===== src/rtl/or_reduce_sched_pkg.sv =====
// or_reduce_sched_pkg: scheduler state encodings and requester count shared by the reduction schedulers
package or_reduce_sched_pkg;
  localparam int NUM_REQ = 2;
  typedef enum logic [1:0] {IDLE = 2'd0, SCAN = 2'd1, DONE = 2'd2} state_e;
endpackage


===== src/rtl/or_reduce_sched_if.sv =====
// or_reduce_sched_if: request/response handshake bundle of the OR-reduction scheduler
interface or_reduce_sched_if
  import or_reduce_sched_pkg::*;
#(
  parameter int WIDTH = 16
);
  logic [NUM_REQ-1:0]       req_valid;
  logic [NUM_REQ*WIDTH-1:0] req_data;
  logic [NUM_REQ-1:0]       req_ready;
  logic                     resp_valid;
  logic                     resp_ready;
  logic                     resp_id;
  logic                     resp_out;
  logic                     busy;
  modport master (
    output req_valid, req_data, resp_ready,
    input  req_ready, resp_valid, resp_id, resp_out, busy
  );
  modport slave (
    input  req_valid, req_data, resp_ready,
    output req_ready, resp_valid, resp_id, resp_out, busy
  );
endinterface


===== src/rtl/or_reduce_sched_rr_arbiter2.sv =====
// rr_arbiter2: two-way round-robin grant; on contention the requester that did not win last time wins
module rr_arbiter2 (
  input  logic [1:0] req,
  input  logic       last_grant,
  input  logic       en,
  output logic [1:0] gnt
);
  assign gnt[0] = en & req[0] & (~req[1] | last_grant);
  assign gnt[1] = en & req[1] & (~req[0] | ~last_grant);
endmodule


===== src/rtl/or_reduce_sched.sv =====
// or_reduce_sched: time-shared bit-serial OR-reduction engine serving two requesters
module or_reduce_sched
  import or_reduce_sched_pkg::*;
#(
  parameter int WIDTH      = 16,
  parameter bit EARLY_EXIT = 1'b1
) (
  input logic              clk,
  input logic              rst_n,
  or_reduce_sched_if.slave bus
);
  localparam int CW = $clog2(WIDTH);
  state_e             state_q, state_d;
  logic [WIDTH-1:0]   sh_q, sh_d;
  logic [CW-1:0]      cnt_q, cnt_d;
  logic               acc_q, acc_d;
  logic               last_q, last_d;
  logic               id_q, id_d;
  logic               out_q, out_d;
  logic [NUM_REQ-1:0] gnt;
  logic               fin;
  rr_arbiter2 u_arb (
    .req       (bus.req_valid),
    .last_grant(last_q),
    .en        (state_q == IDLE),
    .gnt       (gnt)
  );
  // gnt already includes req_valid, so any grant is an accepted request
  assign fin = (cnt_q == CW'(WIDTH - 1)) || (EARLY_EXIT && sh_q[0]);
  always_comb begin
    state_d = state_q;
    sh_d    = sh_q;
    cnt_d   = cnt_q;
    acc_d   = acc_q;
    last_d  = last_q;
    id_d    = id_q;
    out_d   = out_q;
    case (state_q)
      IDLE: if (|gnt) begin
        state_d = SCAN;
        sh_d    = gnt[1] ? bus.req_data[2*WIDTH-1:WIDTH] : bus.req_data[WIDTH-1:0];
        acc_d   = 1'b0;
        cnt_d   = '0;
        id_d    = gnt[1];
        last_d  = gnt[1];
      end
      SCAN: begin
        acc_d = acc_q | sh_q[0];
        sh_d  = sh_q >> 1;
        cnt_d = cnt_q + 1'b1;
        if (fin) begin
          state_d = DONE;
          out_d   = acc_q | sh_q[0];
        end
      end
      DONE: state_d = bus.resp_ready ? IDLE : DONE;
      default: state_d = IDLE;
    endcase
  end
  always_ff @(posedge clk) begin
    if (!rst_n) begin
      state_q <= IDLE;
      sh_q    <= '0;
      cnt_q   <= '0;
      acc_q   <= 1'b0;
      last_q  <= 1'b1;
      id_q    <= 1'b0;
      out_q   <= 1'b0;
    end else begin
      state_q <= state_d;
      sh_q    <= sh_d;
      cnt_q   <= cnt_d;
      acc_q   <= acc_d;
      last_q  <= last_d;
      id_q    <= id_d;
      out_q   <= out_d;
    end
  end
  assign bus.req_ready  = gnt;
  assign bus.resp_valid = (state_q == DONE);
  assign bus.resp_id    = id_q;
  assign bus.resp_out   = out_q;
  assign bus.busy       = (state_q != IDLE);
endmodule


===== src/flat_wrapper.sv =====
// flat-port wrapper written by rule: the top's interface ports become plain ports
module or_reduce_sched_flat import or_reduce_sched_pkg::*;
#(
  parameter int WIDTH      = 16,
  parameter bit EARLY_EXIT = 1'b1
)
  (clk, rst_n, bus_req_valid, bus_req_data, bus_resp_ready, bus_req_ready, bus_resp_valid, bus_resp_id, bus_resp_out, bus_busy);
  or_reduce_sched_if #(.WIDTH(WIDTH)) bus_i ();
  input logic clk;
  input logic rst_n;
  input wire logic [$bits(bus_i.req_valid)-1:0] bus_req_valid;
  input wire logic [$bits(bus_i.req_data)-1:0] bus_req_data;
  input wire logic [$bits(bus_i.resp_ready)-1:0] bus_resp_ready;
  output wire logic [$bits(bus_i.req_ready)-1:0] bus_req_ready;
  output wire logic [$bits(bus_i.resp_valid)-1:0] bus_resp_valid;
  output wire logic [$bits(bus_i.resp_id)-1:0] bus_resp_id;
  output wire logic [$bits(bus_i.resp_out)-1:0] bus_resp_out;
  output wire logic [$bits(bus_i.busy)-1:0] bus_busy;
  assign bus_i.req_valid = bus_req_valid;
  assign bus_i.req_data = bus_req_data;
  assign bus_i.resp_ready = bus_resp_ready;
  assign bus_req_ready = bus_i.req_ready;
  assign bus_resp_valid = bus_i.resp_valid;
  assign bus_resp_id = bus_i.resp_id;
  assign bus_resp_out = bus_i.resp_out;
  assign bus_busy = bus_i.busy;
  or_reduce_sched #(.WIDTH(WIDTH), .EARLY_EXIT(EARLY_EXIT)) u_core (.clk(clk), .rst_n(rst_n), .bus(bus_i));
endmodule

===== config.mk =====
export PLATFORM = sky130hd
export DESIGN_NAME = or_reduce_sched_flat
export DESIGN_NICKNAME = d
export VERILOG_FILES = /design/src/rtl/or_reduce_sched_pkg.sv /design/src/rtl/or_reduce_sched_if.sv /design/src/rtl/or_reduce_sched_rr_arbiter2.sv /design/src/rtl/or_reduce_sched.sv /design/src/flat_wrapper.sv
export SDC_FILE = /design/constraint.sdc
export NUM_CORES = 1
export LEC_CHECK = 0
export CAP_MARGIN = 20
export CELL_PAD_IN_SITES_DETAIL_PLACEMENT = 1
export CELL_PAD_IN_SITES_GLOBAL_PLACEMENT = 2
export CORE_UTILIZATION = 26
export CTS_CLUSTER_DIAMETER = 100
export DETAILED_ROUTE_END_ITERATION = 12
export PLACE_DENSITY_LB_ADDON = 0.1
export REMOVE_ABC_BUFFERS = 1
export SLEW_MARGIN = 20
export SYNTH_ARGS = -nofsm -noshare
export SYNTH_HDL_FRONTEND = slang
export SYNTH_SLANG_ARGS = --single-unit

===== constraint.sdc =====
create_clock -name clk -period 2.4 [get_ports clk]
set_clock_uncertainty 0.15 [all_clocks]
set_input_delay 0.72 -clock clk [delete_from_list [all_inputs] [get_ports clk]]
set_output_delay 0.72 -clock clk [all_outputs]
set_load 0.03 [all_outputs]

# --- Word level (Yosys, flattened, before mapping) ---
# Index checks and enable logic that the tools add are counted.
word_totals:
  reg_bits: 26
  inputBits: 37
  out_inout_bits: 6
classes:
  add_sub_neg: 1
  eq_ne: 5
  muxes: 11
  bitwise: 10
  reduce_logical: 9
op_table:
  columns: ["cell", "n"]
  rows:
  - ["two-way mux 16 bit", 2]
  - ["one-hot mux 16 bit (2 select lines)", 1]
  - ["one-hot mux 4 bit (2 select lines)", 1]
  - ["AND reduction 2 bit", 4]
  - ["two-way mux 2 bit", 3]
  - ["one-hot mux 2 bit (3 select lines)", 1]
  - ["adder 4 x 1 -> 4 bit (second input constant)", 1]
  - ["bitwise AND 1 bit", 4]
  - ["== test 4 bit (second input constant)", 1]
  - ["two-way mux 4 bit", 1]
  - ["!= test 2 x 1 -> 1 bit (second input constant)", 2]
  - ["nonzero test 2 bit", 2]
  - ["inverter 1 bit", 3]
  - ["OR 1 bit", 3]
  - ["== test 2 x 1 -> 1 bit (second input constant)", 1]
  - ["== test 2 bit (second input constant)", 1]
  - ["zero test 2 bit", 1]
  - ["one-hot mux 1 bit (2 select lines)", 1]
  - ["OR reduction 2 bit", 1]
  - ["logical OR 1 bit", 1]
  - ["two-way mux 1 bit", 1]

# --- Logic depth before layout (Yosys ltp) ---
logic_depth:
  word_depth: 6
  depth_mapped: 5

# --- Hierarchy ---
# Synthesis repeated with hierarchy kept, for this count alone.
hier_totals:
  hier_cells: 137
  area_unflattened_um2: 1315.0
modules_own_cells:
  columns: ["mod", "n_inst", "cells_per_inst", "area_per_inst_um2", "seq_area_each_um2"]
  rows:
  - ["or_reduce_sched", 1, 132, 1293.7, 520.5]
  - ["rr_arbiter2", 1, 5, 21.3, 0.0]

# --- Least setup slack after synthesis ---
# Ideal clock, no wire load.
synth_path:
  path_type: "input-to-output"
  startpoint: "input port bus_req_valid[0]"
  endpoint: "output port bus_req_ready[0]"
  arrival_time_ns: 1.732
  required_time_ns: 1.530
  setup_slack_ns: -0.202
  path_stages: 4
  path_cell_list: "or3b_1 buf_2 buf_6 nor2_1"
synth_via:
  elab_chain_len: 2
synth_rtl:
  columns: ["element", "line", "text"]
  rows:
  - ["start: declaration", "flat_wrapper.sv:11", "input wire logic [$bits(bus_i.req_valid)-1:0] bus_req_valid;"]
  - ["bitwise AND 1 bit (2 in series)", "or_reduce_sched_rr_arbiter2.sv:8", "assign gnt[0] = en & req[0] & (~req[1] | last_grant);"]
  - ["end: declaration", "flat_wrapper.sv:14", "output wire logic [$bits(bus_i.req_ready)-1:0] bus_req_ready;"]
# No other way between the ends.

# --- Worst setup path after layout ---
layout_path:
  startpoint: "input port bus_req_valid[1]"
  endpoint: "output port bus_req_ready[1]"
layout_via:
  elab_chain_len: 2
layout_rtl:
  columns: ["element", "line", "text"]
  rows:
  - ["bitwise AND 1 bit (2 in series)", "or_reduce_sched_rr_arbiter2.sv:9", "assign gnt[1] = en & req[1] & (~req[0] | ~last_grant);"]
# No other way between the ends.

==> insert_results.sql <==
INSERT INTO impl_metrics (metric_group, metric, value, unit) VALUES
('timing', 'report.final.hold_viol_count', '0', ''),
('route', 'drt_first_iter_violations', '57', ''),
('timing', 'maxClockFrequency', '0.426', 'GHz'),
('place', 'place_congestion', '0.722', ''),
('logic_synthesis', 'synth_enable_flop_cells', '0', ''),
('timing', 'hold-worst-slack', '346', 'ps'),
('clock_network', 'cts_max_path_buffers', '2', ''),
('setup_path', 'required', '1530', 'ps'),
('die', 'placement_rows', '26', ''),
('global_routing', 'grt_pass1_vias', '1506', ''),
('hold_path', 'worstHoldStart', 'u_core.acc_q', ''),
('route', 'drtAntennaViolNets', '0', ''),
('clock_network', 'clockRootBuffer', 'clkbuf_8', ''),
('logic_synthesis', 'synth_warnings', '0', ''),
('route', 'routed_wire_length_per_instance', '17.0', 'µm'),
('timing', 'slew_headroom', '0.763', ''),
('flow_run', 'max_cap_viols', '0', ''),
('logic_synthesis', 'synth.area.top_cells', 'dfxtp_1 37%, nor4bb_1 11%, o21bai_1 8.6%', ''),
('cells_and_area', 'fillers', '638', ''),
('logic_synthesis', 'asyncSetResetFlopFracSynth', '0', ''),
('route', 'drt_first_pass_iters', '4', ''),
('place', 'hpwlAfterDp', '3370', 'µm'),
('die', 'floorplan.die_area', '0.00567', 'mm²'),
('clock_network', 'numCtsBuffers', '3', ''),
('clock_network', 'clk_pin_slew_worst_setup_hold_paths', '100', 'ps'),
('route', 'drt_wl_total', '4750', 'µm'),
('setup_path', 'critical_path.max_fanout', '3', ''),
('pwr', 'pwr_density_cell', '576', 'mW/mm²'),
('setup_path', 'timing.critical_path.from_type', 'primary input', ''),
('clock_network', 'clk_latency', '270', 'ps'),
('global_routing', 'grt_start_max_net_pins', '18', ''),
('clock_network', 'cts.sink_count', '26', ''),
('route', 'detailroute.via_count', '1456', ''),
('cells_and_area', 'diodes', '0', ''),
('timing', 'timing.final.crit_share', '0.978', ''),
('logic_synthesis', 'synth.top_cell.area_share', '0.373', ''),
('cells_and_area', 'syn2layout_area_growth', '45.3', '%'),
('setup_path', 'worst_setup_path_end_kind', 'output port', ''),
('cells_and_area', 'layout.core_utilization', '0.395', ''),
('global_routing', 'grt_pass1_wl', '7520', 'µm'),
('logic_synthesis', 'synthDominantAreaCellType', 'dfxtp_1', ''),
('route', 'viasPerCell', '5.20', ''),
('die', 'die_y', '75.3', 'µm'),
('route', 'drc_violation_count_after_routing', '0', ''),
('die', 'die_w', '75.3', 'µm'),
('clock_network', 'h_tree_depth', '1', ''),
('logic_synthesis', 'synth.avg_cell_area', '8.57', 'µm²'),
('die', 'design.portCount', '43', ''),
('global_routing', 'grt_overflow', '0', ''),
('pwr', 'ir_drop', '0.000313', 'V'),
('clock_network', 'hold_buffers', '0', ''),
('timing', 'rsz0062_at_grt', 'no', ''),
('place', 'dp_slack', '-333', 'ps'),
('setup_path', 'crit-reg2reg-launch', 'u_core.state_q[1]', ''),
('place', 'place.port_buffers', '42', ''),
('outcome', 'outcome', 'finished clean', ''),
('setup_path', 'timing.setup.critical_path_class', 'in -> out', ''),
('cells_and_area', 'final_nets', '249', ''),
('global_routing', 'antenna_found_initial', '0', ''),
('cells_and_area', 'drive_above_1_share', '0.148', ''),
('logic_synthesis', 'synth_top_flop_cell', 'dfxtp_1', ''),
('logic_synthesis', 'synthCells', '163', ''),
('clock_network', 'tritoncts', 'done', ''),
('timing', 'report.final.setup_viol', '0', ''),
('hold_path', 'hold_path_class', 'reg -> reg', ''),
('pwr', 'power.leakage', '0.000767', 'µW'),
('logic_synthesis', 'yosysSeqAreaShare', '0.373', ''),
('timing', 'setup_ws', '52.7', 'ps'),
('setup_path', 'worstSetupStartpoint', 'bus_req_valid[1]', ''),
('logic_synthesis', 'yosys-top-cells-count', '26 x dfxtp_1, 20 x o21ai_0, 16 x o21bai_1, 16 x or3_1', ''),
('timing', 'timing.final.max_slew_violations', '0', ''),
('setup_path', 'worst-endpoint-arrival', '1480', 'ps'),
('die', 'floorplan.initialDensity', '0.272', ''),
('logic_synthesis', 'syn_area', '0.00140', 'mm²'),
('logic_synthesis', 'synth_most_common_cell', 'dfxtp_1', ''),
('global_routing', 'grt.total_usage', '0.179', ''),
('logic_synthesis', 'flop_and_latch_count_out_of_synthesis', '26', ''),
('timing', 'worstMarginPinSlew', '354', 'ps'),
('logic_synthesis', 'yosys.cell_types.count', '32', ''),
('die', 'core_area', '0.00514', 'mm²'),
('timing', 'final.min_clock_period', '2350', 'ps'),
('setup_path', 'reg2reg_setup_slack', '430', 'ps');
[cell type report]
class | instances | area, µm² | area share
Multi-Input combinational cell | 122 | 833 | 0.411
Timing Repair Buffer | 57 | 528 | 0.260
Clock buffer | 4 | 55.1 | 0.0271
Inverter | 1 | 3.75 | 0.00185
Tap cell | 70 | 87.6 | 0.0432
Sequential cell | 26 | 522 | 0.257
[final timing paths]
| path | endpoint | cells past startpoint |
|---|---|---|
| setup / recovery | bus_req_ready[1] | 4 |
| hold / removal | u_core.acc_q | 2 |
| setup reg to reg | u_core.sh_q[2] | 5 |
| hold reg to reg | u_core.acc_q | 2 |
[placed cells by master, fill, tap and decap left out, drive strengths merged]
cell type	Yosys	routed
nor4	1	1
clkbuf	9	4
nor4bb	15	15
o21ai	20	20
clkinv	1	1
o211ai	2	2
clkdlybuf4s50	0	36
nand3b	1	1
nor3b	1	1
a31oi	2	2
o31ai	2	2
dfxtp	26	26
nand3	3	3
a211oi	1	1
mux2	1	1
buf	5	20
a2bb2oi	1	1
a21oi	4	4
o21bai	16	16
dlygate4sd2	0	1
or3b	1	1
nand2	3	3
o2111a	1	1
nand2b	1	1
nor3	16	16
or3	16	16
a211o	1	1
nor2	5	5
or2	2	2
a21bo	1	1
nor2b	4	4
ha	1	1
[kinds of logic after synthesis]
logic type / synth area share
muxes: 0.00806
buffers and inverters: 0.0493
and+or+nand+nor: 0.325
AOI/OAI and AO/OA: 0.236
adders and majority gates: 0.00896
DFF: 0.373
[through the flow]
step                area, µm²  instances  setup TNS, ps  power (µW)
floorplan                1330        149           -232         693
CTS                      2030        280              0        1180
global route             2030        280              0        1230
detailed placement       1930        275          -2900         872
global placement         1930        275          -2260         864
finish                   2030        280              0        1170
[flip-flops by register name, summed over array words and instances, names as in the netlist]
name                 count
u_core.bus.resp_id       1
u_core.sh_q             16
u_core.state_q           2
u_core.bus.resp_out      1
u_core.last_q            1
u_core.cnt_q             4
u_core.acc_q             1
[report_power, final]
part | internal [µW] | leakage (µW) | total, µW | switching [µW]
combinational | 186 | 0.000523 | 358 | 172
sequential | 483 | 0.000216 | 519 | 35.6
clock | 147 | 0.0000288 | 291 | 144
total | 816 | 0.000767 | 1170 | 352
[critical path, cell delays in order]
cell           delay [ps]
dlygate4sd2_1         250
a21bo_4               260
nor2_4                120
buf_6                 140
[per-layer routing]
layer,track usage,wire length (µm)
met5,0,0
met2,0.308,2290
met3,0.0268,169
met1,0.233,2240
met4,0.0535,44
[repair_timing]
action	in CTS	in global routing
buffers inserted	1	0
endpoints found under the hold margin	0	0
endpoints found under the setup margin	2	1
pin swaps	2	0
gates resized for setup	15	1
Note: power is estimated with default switching activity, not from simulation.
